`src/rtl/serial_substractor_pkg.sv`:
```
// serial_substractor_pkg: state encoding shared by the bit-serial subtractor.
package serial_substractor_pkg;
    typedef enum logic [1:0] {
        ST_IDLE  = 2'd0,
        ST_SHIFT = 2'd1,
        ST_DONE  = 2'd2
    } state_t;
endpackage

```
`src/rtl/full_substractor.sv`:
```
// full_substractor: combinational 1-bit subtractor cell, diff = a - b - b_in.
module full_substractor (
    input  logic a,
    input  logic b,
    input  logic b_in,
    output logic diff,
    output logic borrow
);
    assign diff   = a ^ b ^ b_in;
    assign borrow = (~a & (b | b_in)) | (b & b_in);
endmodule

```
`src/rtl/serial_substractor.sv`:
```
// serial_substractor: N-bit a - b - b_in computed LSB first through one full_substractor cell.
module serial_substractor
    import serial_substractor_pkg::*;
#(
    parameter int WIDTH = 8
) (
    input  logic             clk,
    input  logic             rst,
    input  logic             start,
    input  logic [WIDTH-1:0] a,
    input  logic [WIDTH-1:0] b,
    input  logic             b_in,
    output logic             busy,
    output logic             done,
    output logic [WIDTH-1:0] diff,
    output logic             borrow_out
);
    localparam int CW = $clog2(WIDTH);
    state_t           state;
    logic [WIDTH-1:0] a_sr, b_sr, diff_sr;
    logic             bor, cell_d, cell_b;
    logic [CW-1:0]    cnt;
    full_substractor u_cell (
        .a      (a_sr[0]),
        .b      (b_sr[0]),
        .b_in   (bor),
        .diff   (cell_d),
        .borrow (cell_b)
    );
    always_ff @(posedge clk or posedge rst) begin
        if (rst) begin
            state      <= ST_IDLE;
            busy       <= 1'b0;
            done       <= 1'b0;
            diff       <= '0;
            borrow_out <= 1'b0;
            a_sr       <= '0;
            b_sr       <= '0;
            diff_sr    <= '0;
            bor        <= 1'b0;
            cnt        <= '0;
        end else begin
            case (state)
                ST_SHIFT: begin
                    a_sr    <= a_sr >> 1;
                    b_sr    <= b_sr >> 1;
                    diff_sr <= {cell_d, diff_sr[WIDTH-1:1]};
                    bor     <= cell_b;
                    cnt     <= cnt + 1'b1;
                    if (cnt == CW'(WIDTH - 1)) begin
                        state      <= ST_DONE;
                        busy       <= 1'b0;
                        done       <= 1'b1;
                        diff       <= {cell_d, diff_sr[WIDTH-1:1]};
                        borrow_out <= cell_b;
                    end
                end
                ST_IDLE, ST_DONE: begin
                    done  <= 1'b0;
                    busy  <= start;
                    state <= start ? ST_SHIFT : ST_IDLE;
                    if (start) begin
                        a_sr <= a;
                        b_sr <= b;
                        bor  <= b_in;
                        cnt  <= '0;
                    end
                end
                default: begin
                    state <= ST_IDLE;
                    busy  <= 1'b0;
                    done  <= 1'b0;
                end
            endcase
        end
    end
endmodule
```
`config.mk`:
```
export PLATFORM = sky130hd
export DESIGN_NAME = serial_substractor
export DESIGN_NICKNAME = d
export VERILOG_FILES = /design/src/rtl/serial_substractor_pkg.sv /design/src/rtl/full_substractor.sv /design/src/rtl/serial_substractor.sv
export SDC_FILE = /design/constraint.sdc
export NUM_CORES = 1
export LEC_CHECK = 0
export ABC_CLOCK_PERIOD_IN_PS = 1450
export CAP_MARGIN = 15
export CORE_ASPECT_RATIO = 2
export CORE_UTILIZATION = 35
export DETAILED_ROUTE_END_ITERATION = 10
export PLACE_DENSITY = 0.66
export SLEW_MARGIN = 20
export SYNTH_ARGS = -nofsm -noshare
export SYNTH_HDL_FRONTEND = slang
export SYNTH_HIERARCHICAL = 1
export SYNTH_SLANG_ARGS = --single-unit
```
`constraint.sdc`:
```
create_clock -name clk -period 1.45 [get_ports clk]
set_input_delay 0.29 -clock clk [delete_from_list [all_inputs] [get_ports clk]]
set_output_delay 0.29 -clock clk [all_outputs]
set_load 0.02 [all_outputs]
```
==> results.json, run 1 <==
{
  "tightest_slew_ns": 0.442,
  "cp-end-kind": "flop",
  "fp.dieH_um": 104,
  "muxShareOfSynthArea_pct": 14.1,
  "synth_top_family_by_area": "simple AND/OR/NAND/NOR gates",
  "drtIter0Drc": 12,
  "ant_nets": 0,
  "p_per_area_nw_per_um2": 2020,
  "cts_buffers": 5,
  "synth-seq-cells": 38,
  "leakagePower_nw": 1.09,
  "setup_viol": 0,
  "worst_clock_skew_ns": 0.00202,
  "synth_warnings": 6,
  "synth_compound_gate_area_share_pct": 11.0,
  "grt_pass1_wl_um": 5870,
  "ir_drop_mv": 0.973,
  "synth_largest_area_cell": "dfrtp_1",
  "fp.dieArea_um2": 5490,
  "whs_ns": 0.357,
  "synth_top_flop_cell": "dfrtp_1",
  "num_rows": 36,
  "core_area_um2": 4910,
  "critPathArrivalTime_ns": 1.57,
  "synth_edf_count": 0,
  "clkTransAtPathRegs_ns": 0.07,
  "synthesis.area_um2": 1810,
  "drive_gt1_share_pct": 18.5,
  "cts_num_sinks": 38,
  "reg2reg_depth": 4,
  "cp.required_ns": 1.63,
  "synth_common_cells": "dfrtp_1 (38), nand2_1 (24), mux2i_1 (11)",
  "wl_per_cell_um": 13.9,
  "nets": 228,
  "cp_max_fo": 5,
  "synth_xor_area_share_pct": 0.483,
  "hold_class": "in -> async",
  "syn_avg_cell_area_um2": 11.4,
  "synth-seq-area-share_pct": 52.4,
  "finalWeightedCongestion": 0.716,
  "r2r_slack_ns": 0.05,
  "slew_violations": 0,
  "period_needed_ns": 1.40,
  "worstSkewPairLatency_ns": 0.29,
  "diodes": 0,
  "synth.top_cells.by_area": "dfrtp_1 (52%), mux2_4 (7.5%), mux2i_1 (6.1%), nand2_1 (5.0%), a211oi_1 (4.1%)",
  "synthSimpleGateAreaFrac_pct": 14.8,
  "multiInputGateArea_um2": 792,
  "relSlewSlack_pct": 70.5,
  "synth_nets": 182,
  "rr_endpoint": "diff[0]",
  "portBuffers": 30,
  "htreeDepth": 2,
  "fmax_mhz": 717,
  "r2r_start": "cnt[1]",
  "p_total_w": 0.00474,
  "track_usage_pct": 14.7,
  "grt_pass1_vias": 1261,
  "post-route-period-util_pct": 96.2,
  "syn_to_final_growth_pct": 29.1,
  "dp_hpwl_um": 2530,
  "ys_async_sr_fraction_pct": 100,
  "ios": 31,
  "grt_max_degree": 39,
  "synth.distinct_cells": 29,
  "status": "completed",
  "synth_cells": 159,
  "cts_root_buf": "clkbuf_8",
  "yosys.area.top_type_share_pct": 52.4,
  "hold_viol": 0,
  "layout.area.seq_um2": 951,
  "cp-start-kind": "flop",
  "clock_path_buffers": 2,
  "first_pass_iters": 4,
  "critPathKind": "reg -> reg",
  "cts_tree": "built",
  "synthAdderAreaFrac_pct": 2.48,
  "crit_end": "diff[0]",
  "routed_wl_um": 3640,
  "fillers": 485,
  "cp-startpoint": "cnt[1]",
  "max_cap_viol_count": 0,
  "initial_core_util_pct": 36.9,
  "dieWidth_um": 52.9,
  "gr-total-overflow": 0,
  "antenna_found_initial": 0,
  "vias_per_cell": 5.00,
  "vias": 1311,
  "drc": 0,
  "yosysMostFrequentCell": "dfrtp_1"
}
## cells in the final DEF, fill, tap and decap left out, types with 5 or more instances in the layout
master           Yosys  layout
buf_4                3      17
clkdlybuf4s50_1      0      19
nor2b_1             10      10
mux2i_1             11      11
a21oi_1             10      10
mux2_4               9       9
clkbuf_8             0       5
a211oi_1            10      10
dfrtp_1             38      38
nand2_1             24      24
dlygate4sd2_1        0      11
## critical path, cell delays in order (launching register included)
cell     delay, ns
dfrtp_1       0.40
ha_1          0.20
ha_2          0.24
nand2_4       0.13
mux2_4        0.31
## metrics by stage
stage,area (um^2),cells,setup slack [ns],util (%),setup TNS (ns)
floorplan,1810,159,0.0798,-,0
global placement,2230,250,-0.0575,45.5,-0.211
detailed placement,2230,250,-0.0845,45.5,-0.468
CTS,2300,257,0.00315,46.8,0
global route,2340,262,-0.00993,47.7,-0.0131
finish,2340,262,0.0548,47.7,0
## area by class of cell
class                           instances  area share, %
Clock buffer                            7           3.26
Inverter                                4          0.642
Multi-Input combinational cell        108           33.9
Sequential cell                        38           40.6
Tap cell                               57           3.05
Timing Repair Buffer                   48           18.6
## timing repair
action | 4_1_cts | 5_1_grt
setup buffers | 0 | 4
resized for setup | 11 | 1
setup endpoints to repair | 11 | 9
hold buffers | 0 | 0
gates cloned | 0 | 1
hold endpoints to repair | 0 | 0
## how the worst min path moves through the flow
| stage | from | end | slack (ns) | cells after the start |
|---|---|---|---|---|
| 3_3_place_gp | diff_sr[1] | diff_sr[1] | 0.46 | 2 |
| 5_1_grt | rst | b_sr[0] | 0.38 | 3 |
| 2_1_floorplan | b[7] | b_sr[7] | 0.43 | 1 |
| 6_report | rst | b_sr[2] | 0.36 | 3 |
| 4_1_cts | rst | b_sr[0] | 0.37 | 3 |
| 3_5_place_dp | diff_sr[1] | diff_sr[1] | 0.47 | 2 |
## registers in the layout (all words and copies together) (netlist names)
signal      flops
a_sr            8
b_sr            8
diff            8
diff_sr         7
cnt             3
bor             1
borrow_out      1
done            1
state           1
## kinds of logic after synthesis
logic type / after synthesis
compound gates: 31
xor+xnor: 1
fa+ha+maj: 3
buf+inv: 14
flops: 38
mux: 21
simple gates: 51
## power breakdown
group / switching, W / total [W] / leakage [nW] / internal (W)
Clock: 0.000349 / 0.000680 / 0.0383 / 0.000331
Sequential: 0.000320 / 0.00189 / 0.462 / 0.00157
Combinational: 0.00107 / 0.00217 / 0.593 / 0.00110
Total: 0.00174 / 0.00474 / 1.09 / 0.00300
## layer usage
| layer | share of wire [%] | routed length, um | GRT usage [%] |
|---|---|---|---|
| met1 | 41 | 1490 | 17.3 |
| met3 | 2.9 | 105 | 3.08 |
| met4 | 2.3 | 85 | 7.33 |
| met5 | 0 | 0 | 0 |
| met2 | 54 | 1970 | 24.1 |
(Power assumes the default switching activity.)
==> run 2, diff against run 1 <==
ABC_CLOCK_PERIOD_IN_PS = not set   (was 1450)
CORE_ASPECT_RATIO = 1.2   (was 2)
==> results.json, run 2 (synthesis gave the netlist of run 1 again) <==
{
  "syn_to_final_growth_pct": 27.2,
  "first_pass_iters": 4,
  "htreeDepth": 2,
  "portBuffers": 30,
  "tightest_slew_ns": 0.413,
  "cp.required_ns": 1.62,
  "setup_viol": 0,
  "finish.utilization_pct": 46.4,
  "gr-total-overflow": 0,
  "status": "completed",
  "mostFrequentLayoutCells": "dfrtp_1 (38), nand2_1 (24), clkdlybuf4s50_1 (19)",
  "post_cts_buffers": 0,
  "drive_gt1_share_pct": 16.6,
  "cts_num_sinks": 38,
  "fp.dieH_um": 80.8,
  "dp.cells": 250,
  "clock_path_buffers": 2,
  "ir_drop_mv": 0.595,
  "instances_no_fill": 259,
  "critPathArrivalTime_ns": 1.55,
  "vias_per_cell": 4.83,
  "dieWidth_um": 67.7,
  "fmax_mhz": 724,
  "fp.dieArea_um2": 5470,
  "leakagePower_nw": 1.07,
  "vias": 1250,
  "dp_hpwl_um": 2440,
  "grt_pass1_vias": 1285,
  "max_cap_viol_count": 0,
  "worstSkewPairLatency_ns": 0.29,
  "slew_violations": 0,
  "ant_nets": 0,
  "core_area_um2": 4970,
  "routed_wl_um": 3540,
  "cp-end-kind": "flop",
  "wl_per_cell_um": 13.7,
  "cp_max_fo": 5,
  "cts_tree": "built",
  "worst_clock_skew_ns": 0.00450,
  "cts_buffers": 5,
  "diodes": 0,
  "num_rows": 28,
  "final_common_cell": "dfrtp_1",
  "track_usage_pct": 14.6,
  "relSlewSlack_pct": 72.5,
  "drc": 0,
  "finalWeightedCongestion": 0.746,
  "p_per_area_nw_per_um2": 2030,
  "grt_pass1_wl_um": 5830,
  "cp-start-kind": "flop",
  "initial_core_util_pct": 36.4,
  "fillers": 472,
  "critPathKind": "reg -> reg",
  "clkTransAtPathRegs_ns": 0.07,
  "cts_root_buf": "clkbuf_8",
  "period_needed_ns": 1.38,
  "hold_viol": 0,
  "post-route-period-util_pct": 95.2,
  "reg_top3": "a_sr (8), b_sr (8), diff (8)",
  "ios": 31,
  "whs_ns": 0.366,
  "grt_max_degree": 39,
  "drtIter0Drc": 84,
  "rsz0062_at_grt": "no",
  "antenna_found_initial": 0,
  "hold_class": "in -> async",
  "nets": 221
}
==> run 2: cell count changes in the layout (fill, tap and decap cells not counted), sizes merged <==
cell / change
buf: -7
clkinv: +1
==> run 2: routing by layer <==
metal | wire [um] | part of all wire, % | vias up | global-route usage, %
met5 | 0 | 0 | - | 0
met4 | 66 | 1.9 | 0 | 7.66
met3 | 126 | 3.6 | 6 | 2.95
met2 | 1650 | 46 | 28 | 23.6
met1 | 1700 | 48 | 592 | 18.2
li1 | - | - | 624 | -
==> run 2: metrics by stage <==
step	instance area [um^2]	power [W]	worst slack, ns	TNS, ns
2_1_floorplan	1810	0.00339	0.0798	0
3_3_place_gp	2210	0.00397	-0.0523	-0.281
3_5_place_dp	2210	0.00405	-0.0848	-0.711
4_1_cts	2290	0.00470	0.0273	0
5_1_grt	2310	0.00507	0.0130	0
6_report	2310	0.00467	0.0696	0
==> run 2: power breakdown <==
part           internal [W]  leakage [nW]  switching, W  total [W]
Clock              0.000384        0.0482      0.000362   0.000745
Combinational       0.00101         0.560       0.00102    0.00203
Sequential          0.00157         0.462      0.000324    0.00189
Total               0.00296          1.07       0.00171    0.00467
==> run 2: final cells by class <==
cell class,count,area (um^2),share of cell area (%)
Clock buffer,7,86.3,3.74
Inverter,4,15.0,0.651
Multi-Input combinational cell,108,792,34.3
Sequential cell,38,951,41.2
Tap cell,60,75.1,3.26
Clock inverter,1,5.00,0.217
Timing Repair Buffer,41,382,16.5
==> run 2: timing repair <==
action	in CTS	in global routing
gates cloned	0	1
hold buffers	0	0
setup endpoints to repair	11	9
pin swaps	0	1
gates resized for setup	11	1
==> run 2: path summary, 6_finish.rpt <==
check / startpoint / depth (start not counted) / slack, ns / end
min in group clk: diff_sr[1] / 2 / 0.49 / diff_sr[1]
min: rst / 3 / 0.37 / diff_sr[6]
max reg2reg: cnt[0] / 4 / 0.07 / diff[1]
min reg2reg: diff_sr[1] / 2 / 0.49 / diff_sr[1]
max in group asynchronous: rst / 3 / 0.89 / a_sr[7]
max: cnt[0] / 4 / 0.07 / diff[1]
==> run 2: worst max-delay path, stage by stage, from the launching register on <==
cell and delay [ns]:
dfrtp_1 0.38, ha_1 0.20, ha_2 0.23, nand2_4 0.15, mux2_4 0.30
==> run 3, diff against run 2 <==
CELL_PAD_IN_SITES_DETAIL_PLACEMENT = 1   (was not set)
CELL_PAD_IN_SITES_GLOBAL_PLACEMENT = 1   (was not set)
PLACE_DENSITY = 0.75   (was 0.66)
clock period = 1.5 ns   (was 1.45 ns; I/O delays follow)
==> results.json, run 3 (synthesis gave the netlist of run 1 again) <==
{
  "r2r_start": "cnt[0]",
  "drc": 0,
  "portBuffers": 30,
  "leakagePower_nw": 1.05,
  "cp-start-kind": "flop",
  "post_cts_buffers": 0,
  "worst_clock_skew_ns": 0.00213,
  "first_pass_iters": 4,
  "period_needed_ns": 1.42,
  "timing.final.ws_setup_ns": 0.0820,
  "reg_top3": "a_sr (8), b_sr (8), diff (8)",
  "antenna_found_initial": 0,
  "slowest_delay_ns": 0.42,
  "grt_pass1_wl_um": 6790,
  "reg2reg_depth": 4,
  "drtIter0Drc": 56,
  "dp_hpwl_um": 2860,
  "cts_tree": "built",
  "gr-total-overflow": 0,
  "cts_root_buf": "clkbuf_8",
  "htreeDepth": 2,
  "vias": 1289,
  "cp_cell_sequence": "ha_1 > ha_2 > nand2_8 > mux2_4",
  "vias_per_cell": 5.04,
  "slew_violations": 0,
  "drive_gt1_share_pct": 15.3,
  "critPathTopFamily": "flip-flops",
  "pre_cts_slack_ns": -0.0479,
  "fp.dieArea_um2": 5470,
  "tightest_slew_ns": 0.460,
  "clock_path_buffers": 2,
  "diodes": 0,
  "crit_buf_inv": 0,
  "whs_ns": 0.367,
  "grt_max_degree": 39,
  "nets": 218,
  "ant_nets": 0,
  "max_cap_viol_count": 0,
  "critPathArrivalTime_ns": 1.59,
  "clkTransAtPathRegs_ns": 0.07,
  "cts_buffers": 5,
  "finalWeightedCongestion": 0.773,
  "instances_no_fill": 256,
  "initial_core_util_pct": 36.4,
  "hold_class": "in -> async",
  "final_common_cell": "dfrtp_1",
  "dp.cells": 248,
  "cp-end-kind": "flop",
  "critPathKind": "reg -> reg",
  "track_usage_pct": 16.6,
  "ios": 31,
  "fp.dieH_um": 80.8,
  "cp_slowest_cell": "dfrtp_1",
  "wl_per_cell_um": 15.3,
  "core_area_um2": 4970,
  "cp.required_ns": 1.67,
  "syn_to_final_growth_pct": 25.7,
  "mostFrequentLayoutCells": "dfrtp_1 (38), nand2_1 (24), clkdlybuf4s50_1 (19)",
  "setup_viol": 0,
  "p_per_area_nw_per_um2": 2000,
  "grt_pass1_vias": 1469,
  "num_rows": 28,
  "r2r_slack_ns": 0.08,
  "p_total_w": 0.00456,
  "post-route-period-util_pct": 94.5,
  "status": "completed",
  "dieWidth_um": 67.7,
  "routed_wl_um": 3920,
  "cts_num_sinks": 38,
  "rr_endpoint": "diff[5]",
  "hold_viol": 0,
  "cp_max_fo": 10,
  "fmax_mhz": 705,
  "worstSkewPairLatency_ns": 0.29,
  "relSlewSlack_pct": 69.3,
  "rsz0062_at_grt": "no",
  "ir_drop_mv": 0.767
}
==> run 3: worst register-to-register path: stages, from the launching register on <==
cell	delay, ns
dfrtp_1	0.42
ha_1	0.21
ha_2	0.21
nand2_8	0.15
mux2_4	0.32
==> run 3: per-stage QoR <==
step | instance area, um^2 | utilization, % | setup TNS [ns]
2_1_floorplan | 1810 | - | 0
3_3_place_gp | 2200 | 44.2 | 0
3_5_place_dp | 2200 | 44.2 | -0.129
4_1_cts | 2280 | 45.8 | 0
5_1_grt | 2280 | 45.8 | 0
6_report | 2280 | 45.8 | 0
==> run 3: layer usage <==
layer | GRT usage, % | share of wire, %
met1 | 19.9 | 42
met2 | 28.5 | 52
met3 | 4.63 | 4.0
met4 | 4.89 | 1.5
met5 | 0 | 0
==> run 3: worst max-delay path by stage <==
stage                start    endpoint  cells past startpoint
finish              cnt[0]     diff[5]                      4
global placement     start     a_sr[6]                      4
floorplan           cnt[0]  borrow_out                      4
detailed placement   start     a_sr[3]                      5
CTS                 cnt[0]     diff[5]                      4
global route        cnt[0]     diff[5]                      4
==> run 3: final cells by class <==
type / instances / area (um^2)
sequential: 38 / 951
multi-input combinational: 107 / 781
inverter: 4 / 15.0
timing repair buffer: 39 / 367
clock buffer: 7 / 86.3
fill: 549 / 2700
clock inverter: 1 / 5.00
tap: 60 / 75.1
==> run 3: where the power goes <==
| group | switching (W) | total [W] | internal (W) |
|---|---|---|---|
| clock network | 0.000353 | 0.000724 | 0.000371 |
| logic | 0.00101 | 0.00197 | 0.000962 |
| registers | 0.000345 | 0.00186 | 0.00152 |
| total | 0.00171 | 0.00456 | 0.00285 |
==> run 3: repair_timing <==
item,CTS,global route
hold buffers,0,0
pin swaps,0,1
resized for setup,11,1
endpoints found under the hold margin,0,0
endpoints found under the setup margin,11,9
